==> src/rtl/ram_pkg.sv <==
// Shared types and constants for the dual-port tensor buffer with zero-fill engine.
package ram_pkg;

    typedef enum logic {
        IDLE  = 1'b0,
        CLEAR = 1'b1
    } state_t;

    // Read-during-write policy for a port B read hitting a port A write.
    localparam int RDW_OLD = 0;
    localparam int RDW_NEW = 1;

endpackage

==> src/rtl/ram_out_stage.sv <==
// Optional output register for one read port: holds data between reads, passes a one-cycle valid.
module ram_out_stage #(
    parameter int WIDTH  = 8,
    parameter bit ENABLE = 1'b0
) (
    input  logic             clk,
    input  logic             rst,
    input  logic [WIDTH-1:0] d_in,
    input  logic             v_in,
    output logic [WIDTH-1:0] d_out,
    output logic             v_out
);

    logic [WIDTH-1:0] d_q;
    logic             v_q;

    always_ff @(posedge clk) begin
        if (rst) begin
            d_q <= '0;
            v_q <= 1'b0;
        end else begin
            v_q <= v_in;
            if (v_in) d_q <= d_in;
        end
    end

    assign d_out = ENABLE ? d_q : d_in;
    assign v_out = ENABLE ? v_q : v_in;

endmodule

==> src/rtl/ram_tdp_clr.sv <==
// Dual-port tensor buffer: port A read/write, port B read-only, with hardware zero-fill engine.
`ifndef DATA_WIDTH
`define DATA_WIDTH 8
`endif
`ifndef ADDR_SIZE
`define ADDR_SIZE 8
`endif

module ram_tdp_clr
    import ram_pkg::*;
#(
    parameter int DATA_WIDTH     = `DATA_WIDTH,
    parameter int ADDR_SIZE      = `ADDR_SIZE,
    parameter int MEM_LENGTH     = 2 ** ADDR_SIZE,
    parameter int OUT_REG        = 0,
    parameter int RDW_MODE       = RDW_OLD,
    parameter int CLEAR_ON_RESET = 0
) (
    input  logic                  clka,
    input  logic                  rsta,
    input  logic                  ena,
    input  logic                  wea,
    input  logic [ADDR_SIZE-1:0]  addra,
    input  logic [DATA_WIDTH-1:0] dina,
    output logic [DATA_WIDTH-1:0] douta,
    output logic                  valida,
    input  logic                  enb,
    input  logic [ADDR_SIZE-1:0]  addrb,
    output logic [DATA_WIDTH-1:0] doutb,
    output logic                  validb,
    input  logic                  clear_req,
    output logic                  busy,
    output logic                  clear_done
);

    localparam int IDX_W = (MEM_LENGTH > 1) ? $clog2(MEM_LENGTH) : 1;
    localparam logic [ADDR_SIZE-1:0] CNT_LAST = ADDR_SIZE'(MEM_LENGTH - 1);

    logic [DATA_WIDTH-1:0] mem [MEM_LENGTH];

    state_t                state, state_nxt;
    logic                  auto_clr;
    logic [ADDR_SIZE-1:0]  clr_cnt;
    logic                  clr_wr, clr_last;
    logic                  a_hit, b_hit, a_wr, a_rd, b_rd;
    logic [IDX_W-1:0]      idx_a, idx_b, idx_c;
    logic [DATA_WIDTH-1:0] rdata_a, rdata_b;
    logic [DATA_WIDTH-1:0] douta_s0, doutb_s0;
    logic                  valida_s0, validb_s0;

    assign idx_a = addra[IDX_W-1:0];
    assign idx_b = addrb[IDX_W-1:0];
    assign idx_c = clr_cnt[IDX_W-1:0];
    assign a_hit = int'(addra) < MEM_LENGTH;
    assign b_hit = int'(addrb) < MEM_LENGTH;

    // NOTE: sequential state uses non-blocking (<=) so every flop samples pre-edge values.
    always_ff @(posedge clka) begin
        if (rsta) begin
            state    <= IDLE;
            auto_clr <= (CLEAR_ON_RESET != 0);
        end else begin
            state <= state_nxt;
            if (state == IDLE) auto_clr <= 1'b0;
        end
    end

    // NOTE: default assignment first so no path leaves state_nxt unassigned (no latch).
    always_comb begin
        state_nxt = state;
        case (state)
            IDLE:    if (clear_req || auto_clr) state_nxt = CLEAR;
            CLEAR:   if (clr_last) state_nxt = IDLE;
            default: state_nxt = IDLE;
        endcase
    end

    always_comb begin
        busy     = (state == CLEAR);
        clr_wr   = busy;
        clr_last = busy && (clr_cnt == CNT_LAST);
        a_wr     = !busy && ena && wea && a_hit;
        a_rd     = !busy && ena && !wea;
        b_rd     = !busy && enb;
    end

    always_ff @(posedge clka) begin
        if (rsta) begin
            clr_cnt    <= '0;
            clear_done <= 1'b0;
        end else begin
            clear_done <= clr_last;
            if (clr_wr) clr_cnt <= clr_last ? '0 : clr_cnt + 1'b1;
        end
    end

    // NOTE: the array has no reset; contents are only defined by writes or a zero-fill.
    always_ff @(posedge clka) begin
        if (!rsta) begin
            if (clr_wr)    mem[idx_c] <= '0;
            else if (a_wr) mem[idx_a] <= dina;
        end
    end

    // Out-of-range reads return zero; RDW_NEW forwards the colliding port A write to B.
    always_comb begin
        rdata_a = a_hit ? mem[idx_a] : '0;
        rdata_b = '0;
        if (b_hit) begin
            if (RDW_MODE == RDW_NEW && a_wr && addra == addrb) rdata_b = dina;
            else                                               rdata_b = mem[idx_b];
        end
    end

    always_ff @(posedge clka) begin
        if (rsta) begin
            douta_s0  <= '0;
            doutb_s0  <= '0;
            valida_s0 <= 1'b0;
            validb_s0 <= 1'b0;
        end else begin
            valida_s0 <= a_rd;
            validb_s0 <= b_rd;
            if (a_rd) douta_s0 <= rdata_a;
            if (b_rd) doutb_s0 <= rdata_b;
        end
    end

    ram_out_stage #(.WIDTH(DATA_WIDTH), .ENABLE(OUT_REG != 0)) u_out_a (
        .clk   (clka),
        .rst   (rsta),
        .d_in  (douta_s0),
        .v_in  (valida_s0),
        .d_out (douta),
        .v_out (valida)
    );

    ram_out_stage #(.WIDTH(DATA_WIDTH), .ENABLE(OUT_REG != 0)) u_out_b (
        .clk   (clka),
        .rst   (rsta),
        .d_in  (doutb_s0),
        .v_in  (validb_s0),
        .d_out (doutb),
        .v_out (validb)
    );

endmodule

==> config.mk <==
export PLATFORM = sky130hd
export DESIGN_NAME = ram_tdp_clr
export DESIGN_NICKNAME = d
export VERILOG_FILES = /design/src/rtl/ram_pkg.sv /design/src/rtl/ram_out_stage.sv /design/src/rtl/ram_tdp_clr.sv
export SDC_FILE = /design/constraint.sdc
export NUM_CORES = 2
export LEC_CHECK = 0
export CELL_PAD_IN_SITES_DETAIL_PLACEMENT = 1
export CELL_PAD_IN_SITES_GLOBAL_PLACEMENT = 1
export CORE_MARGIN = 3
export CORE_UTILIZATION = 56
export CTS_CLUSTER_DIAMETER = 100
export DETAILED_ROUTE_END_ITERATION = 10
export PLACE_DENSITY_LB_ADDON = 0.1
export SETUP_SLACK_MARGIN = 0.02
export SLEW_MARGIN = 5
export SYNTH_ARGS = -nofsm -noshare
export SYNTH_HDL_FRONTEND = slang
export SYNTH_SLANG_ARGS = --single-unit
==> constraint.sdc <==
create_clock -name clka -period 8.9 [get_ports clka]
set_clock_uncertainty 0.15 [all_clocks]
set_input_delay 1.78 -clock clka [delete_from_list [all_inputs] [get_ports clka]]
set_output_delay 1.78 -clock clka [all_outputs]
set_load 0.05 [all_outputs]
### Yosys cells after proc, flatten, opt, wreduce, memory -nomap -nowiden

Memories as Yosys holds them, arrays and structs flattened. A register that Yosys moved wholly into a read port is not among the register bits.
Cells that the tools add are included.
Widths: inputs -> output; s select.

* add/subtract/negate cells: 1
* equality and inequality tests: 1
* muxes and demuxes: 14
* bitwise logic cells: 1
* reduce and logical (&&, ||, !) cells: 8

Operators with widths (number)
* $mux 8: 3
* $mux 1: 10
* $add 8x1->8 const B: 1
* $eq 8x8->1 const B: 1
* $reduce_or 8->1: 1
* $logic_and 1x1->1: 5
* $logic_not 1->1: 2
* $pmux 1 s2: 1
* $not 1->1: 1

* register bits after elaboration: 12
* RAM bits: 2048
* bits of input ports: 30
* output and inout port bits: 20
* word-level logic and storage cells: 31
* memories: 1

Memory list
* mem: words 256, bits a word 8, rd ports 2, clocked after memory_dff 2, write ports 1, line ram_tdp_clr.sv:39 `logic [DATA_WIDTH-1:0] mem [MEM_LENGTH];`

### Longest topological paths before layout

* word-level depth: 9
* gate-level depth with buffers: 13
* gate-level depth less buffers: 7

### Modules after synthesis

A second synthesis with hierarchy kept.

* cell total of the unflattened synthesis: 5344
* area total of the unflattened synthesis: 98002.7 um^2

Modules (own cells, without submodules)
* ram_tdp_clr: times used 1, cells each 5326, area each 97867.6 um^2, seq. area each 62059.5 um^2
* ram_out_stage: times used 2, cells each 9, area each 67.6 um^2, seq. area each 0.0 um^2

### Worst setup path before layout

Ideal clock, no wire load.

* path type: input to register
* start point: input rsta
* end point: memory mem[0][0] in the netlist's numbering, data pin
* library setup time: 0.869 ns
* arrival time: 5.929 ns
* data required time: 7.881 ns
* slack: 1.951 ns
* cell stages on the path: 5
* buffers on the path: 2
* path through: nor2_1 and3_1 clkbuf_1 clkbuf_1 and2_1

* longest elaborated chain between the ends: 4

Ends and longest elaborated chain
* start: declaration: line ram_tdp_clr.sv:20 `input logic rsta,`
* $mux 1: line ram_tdp_clr.sv:99 `if (!rsta) begin`
* $mux 1 (implied by the code): line ram_tdp_clr.sv:101 `else if (a_wr) mem[idx_a] <= dina;`
* $reduce_or 8->1 (no source line)
* $mux 8 (no source line)
* end: declaration: line ram_tdp_clr.sv:39

Every way passes these cells.

### Final worst setup path

* start point: input rsta
* end point: memory mem[32][1] in the netlist's numbering, enable pin

* longest elaborated chain between the ends: 4
* elaborated cells on any way between the ends: 7
* classes of those cells: 6 x mux; 1 x reduce/logical

Ends and longest elaborated chain (line)
* $mux 1: ram_tdp_clr.sv:99
* $mux 1 (implied by the code): ram_tdp_clr.sv:101
* $reduce_or 8->1 (no source line)
* $mux 8 (no source line) / $mux 1 (equally long branches)

Several ways; a longest one is shown, not always the timed one.

==> impl_results.md <==
- Type of element capturing the critical path: register
- Area of the placeable core: around 170,000 sq um
- Cell type with the highest aggregate area in the netlist: edfxtp_1
- Global routing usage summed across all routing layers: 0.373
- Slew HR: 0.0604
- Horizontal die dimension: 424 um
- Synthesis-stage register bit count: 2,076
- Finished Cell Area: approximately 110,000 sq um
- Final hold viol count: 0
- Most frequent cells in the layout: 2,048 x edfxtp_1, 735 x mux4_2, 346 x mux2i_1
- # nets final: around 5,400
- Clock network latency to the later pin of the worst-skew pair: 0.86 ns
- Worst setup timing slack at the placement stage: ~2 ns
- Number of DRC markers in iteration 0: around 10,000
- Total power: approximately 21,000 uW
- Global routing usage on met2: 0.555
- Wire length of the first global-routing pass: 471,000 um
- Count of TritonRoute iterations in the first routing pass: 6
- GPL Wtd Cong: 0.959
- Number of sinks handled by clock tree synthesis: around 2,100
- Number of flops mapped to enable cells by yosys: just over 2,000
- Fin crit period: ~6.3 ns
- Hold WC Path Type: register to register
- Peak supply drop: around 0.00021 V
- Achievable Freq: 159 MHz
- Total congestion overflow: 0
- CTS Hold Bufs: 0
- Required time at the worst-slack endpoint: roughly 9 ns
- GR Util met3: 0.0816
- Critical Path Start Type: primary input
- Remaining routing DRC violations: 0
- TritonCTS clock tree: yes
- Y dimension of the die: between 400 and 500 um
- Post-synthesis cell type count: 77
- Number of vias per cell: between 7 and 8
- Post-CTS repair timing setup buffer count: 0
- Fraction of post-synthesis cell area in the top cell type by area: 0.627
- Unrepaired setup endpoints after global routing: false
- CP Launch Point: rsta
- Total of fill cells in the finished design: 14,400
- Worst reg2reg path startpoint: busy
- Largest cells by area after synthesis: edfxtp_1 63%, mux4_2 17%, mux2i_1 3.5%
- Largest net degree at the start of global routing: between 100 and 150
- CTS Buf Count: 213
- Start point of the worst hold path: clr_cnt[1]
- Number of placement rows: 152
- Number of top-level design ports: 50
- Ratio of cells with drive above 1 in the final layout: 0.240
- Vias in the first global route: between 50,000 and 60,000
- Post-CTS clock slew at the launch and capture registers of the worst setup and hold paths: approximately 0.06 ns
- Worst Slack Setup Final: between 2 and 3 ns
- Number of antenna violations at the first check in global routing: 24
- Area Growth Syn to Fin: 8.98%
- Final setup violation count: 0
- Post-route fraction of the period consumed by the critical path: 0.705
- Post-placement cell area: between 90,000 and 100,000 sq um
- Longest Clk Path Bufs: 3
- Fin. max-slew vios: 0
- Net count after synthesis: between 5,000 and 6,000
- Leading register cell type out of synthesis: edfxtp_1
- Area of the die: around 180,000 sq um
- Initial Utilization: 0.567
- Number of maximum-capacitance violations: 0
- Share of async-settable or async-resettable flops after synthesis: 0
- IO Port Bufs: 49
- Routed wire per std cell: ~43 um
- Worst R2R Path Depth: 8
- Detailed Route WL: 336,000 um
- Most common cell after layout, fill and taps aside: edfxtp_1
- Pin slew with the least headroom to its limit: approximately 1.4 ns
- Critical path arrival: between 6 and 7 ns
- Total power per unit cell area: 200 nW/um^2
- Post-Syn Instances: roughly 5,400
- Critical path peak fanout: 17
- Final HPWL from detailed placement: ~220,000 um
- Post-Syn Area per Cell: roughly 18 sq um
- Core occupancy in the finished layout: 0.618
- Layer with the highest usage: met2
- Part of the Yosys area used for sequential elements: 0.633
- Antenna-violating nets left: 0
- Result of the run: complete, no violations
- Warning count from the yosys run: 0
- Count of cells along the worst hold path: 2
- Met1 usage: 0.527
- Cell area after synthesis: around 100,000 sq um
- Total negative slack: 0 ns
- CTS H-tree depth: 4
- Critical path start-end classification: primary input to register
- Cell at the root of the clock tree: clkbuf_16
- Vias post-DR: between 60,000 and 70,000
- Number of gates given a new drive strength after cts: 0
- Pleak: 0.0326 uW
==> critical path: stages <==
cell and delay (ns):
clkdlybuf4s50_1 0.71, nor2_1 0.15, and3_1 0.37, buf_4 0.29, o31ai_1 0.76, nand3_1 1.22, buf_4 0.64, nor2_1 0.67
==> layer usage <==
layer / share of wire / routed length [um] / vias to the layer above
met3: 0.11 / 38400 / 767
met4: 0.061 / 20600 / 2
met1: 0.37 / 125000 / 31700
met2: 0.45 / 152000 / 4586
li1: - / - / 23000
met5: 0.000045 / 15 / -
==> through the flow <==
stage               hold WS [ns]  instances
floorplan                  0.363       5423
detailed placement         0.446       7465
CTS                        0.458       7861
global route               0.486       7864
global placement           0.439       7465
finish                     0.470       7874
==> sequential cells by signal, indices dropped and copies added, names as in the netlist <==
signal and cells:
mem 2048, valida_s0 1, clear_done 1, validb_s0 1, busy 1, doutb_s0 8
douta_s0 8, clr_cnt 8
==> report_power, final <==
| part | internal, uW | switching, uW |
|---|---|---|
| combinational | 553 | 1040 |
| clock | 5230 | 3920 |
| sequential | 10700 | 19.4 |
| total | 16400 | 4980 |
==> layout make-up <==
| cell class | instances | area, sq um | share of cell area |
|---|---|---|---|
| Antenna cell | 13 | 32.5 | 0.000304 |
| Clock buffer | 259 | 5600 | 0.0524 |
| Clock inverter | 137 | 1430 | 0.0133 |
| Inverter | 12 | 47.5 | 0.000445 |
| Multi-Input combinational cell | 2901 | 33200 | 0.310 |
| Sequential cell | 2076 | 62100 | 0.581 |
| Tap cell | 2310 | 2890 | 0.0270 |
| Timing Repair Buffer | 166 | 1660 | 0.0155 |
==> worst paths after layout <==
path	endpoint	slack [ns]
min reg2reg	clr_cnt[1]	0.47
min	clr_cnt[1]	0.47
max reg2reg	mem[32][1]	3.77
max	mem[32][1]	2.63
==> Yosys cell counts (34+ instances only) <==
| cell type | number |
|---|---|
| o221ai_1 | 96 |
| nand3_1 | 110 |
| nor2_1 | 311 |
| edfxtp_1 | 2048 |
| mux2i_1 | 346 |
| buf_2 | 99 |
| o21ai_0 | 61 |
| clkbuf_1 | 160 |
| nand2_1 | 215 |
| o22ai_1 | 182 |
| a2111oi_0 | 34 |
| a211oi_1 | 53 |
| buf_6 | 55 |
| mux2_2 | 100 |
| nor2b_1 | 41 |
| mux4_2 | 735 |
| buf_4 | 53 |
| mux4_1 | 82 |
| a22oi_1 | 143 |
==> logic make-up (layout without fill, tap and decap cells) <==
| group | count (synthesis) | in the layout | synth area share |
|---|---|---|---|
| fa+ha+maj | 1 | 1 | 0.000128 |
| mux | 1277 | 1277 | 0.240 |
| compound gates | 750 | 750 | 0.0557 |
| xor+xnor | 5 | 5 | 0.000447 |
| other cells | 0 | 13 | 0 |
| buf+inv | 446 | 574 | 0.0300 |
| flops | 2076 | 2076 | 0.633 |
| simple gates | 868 | 868 | 0.0413 |
Note: power is estimated with default switching activity, not from simulation.
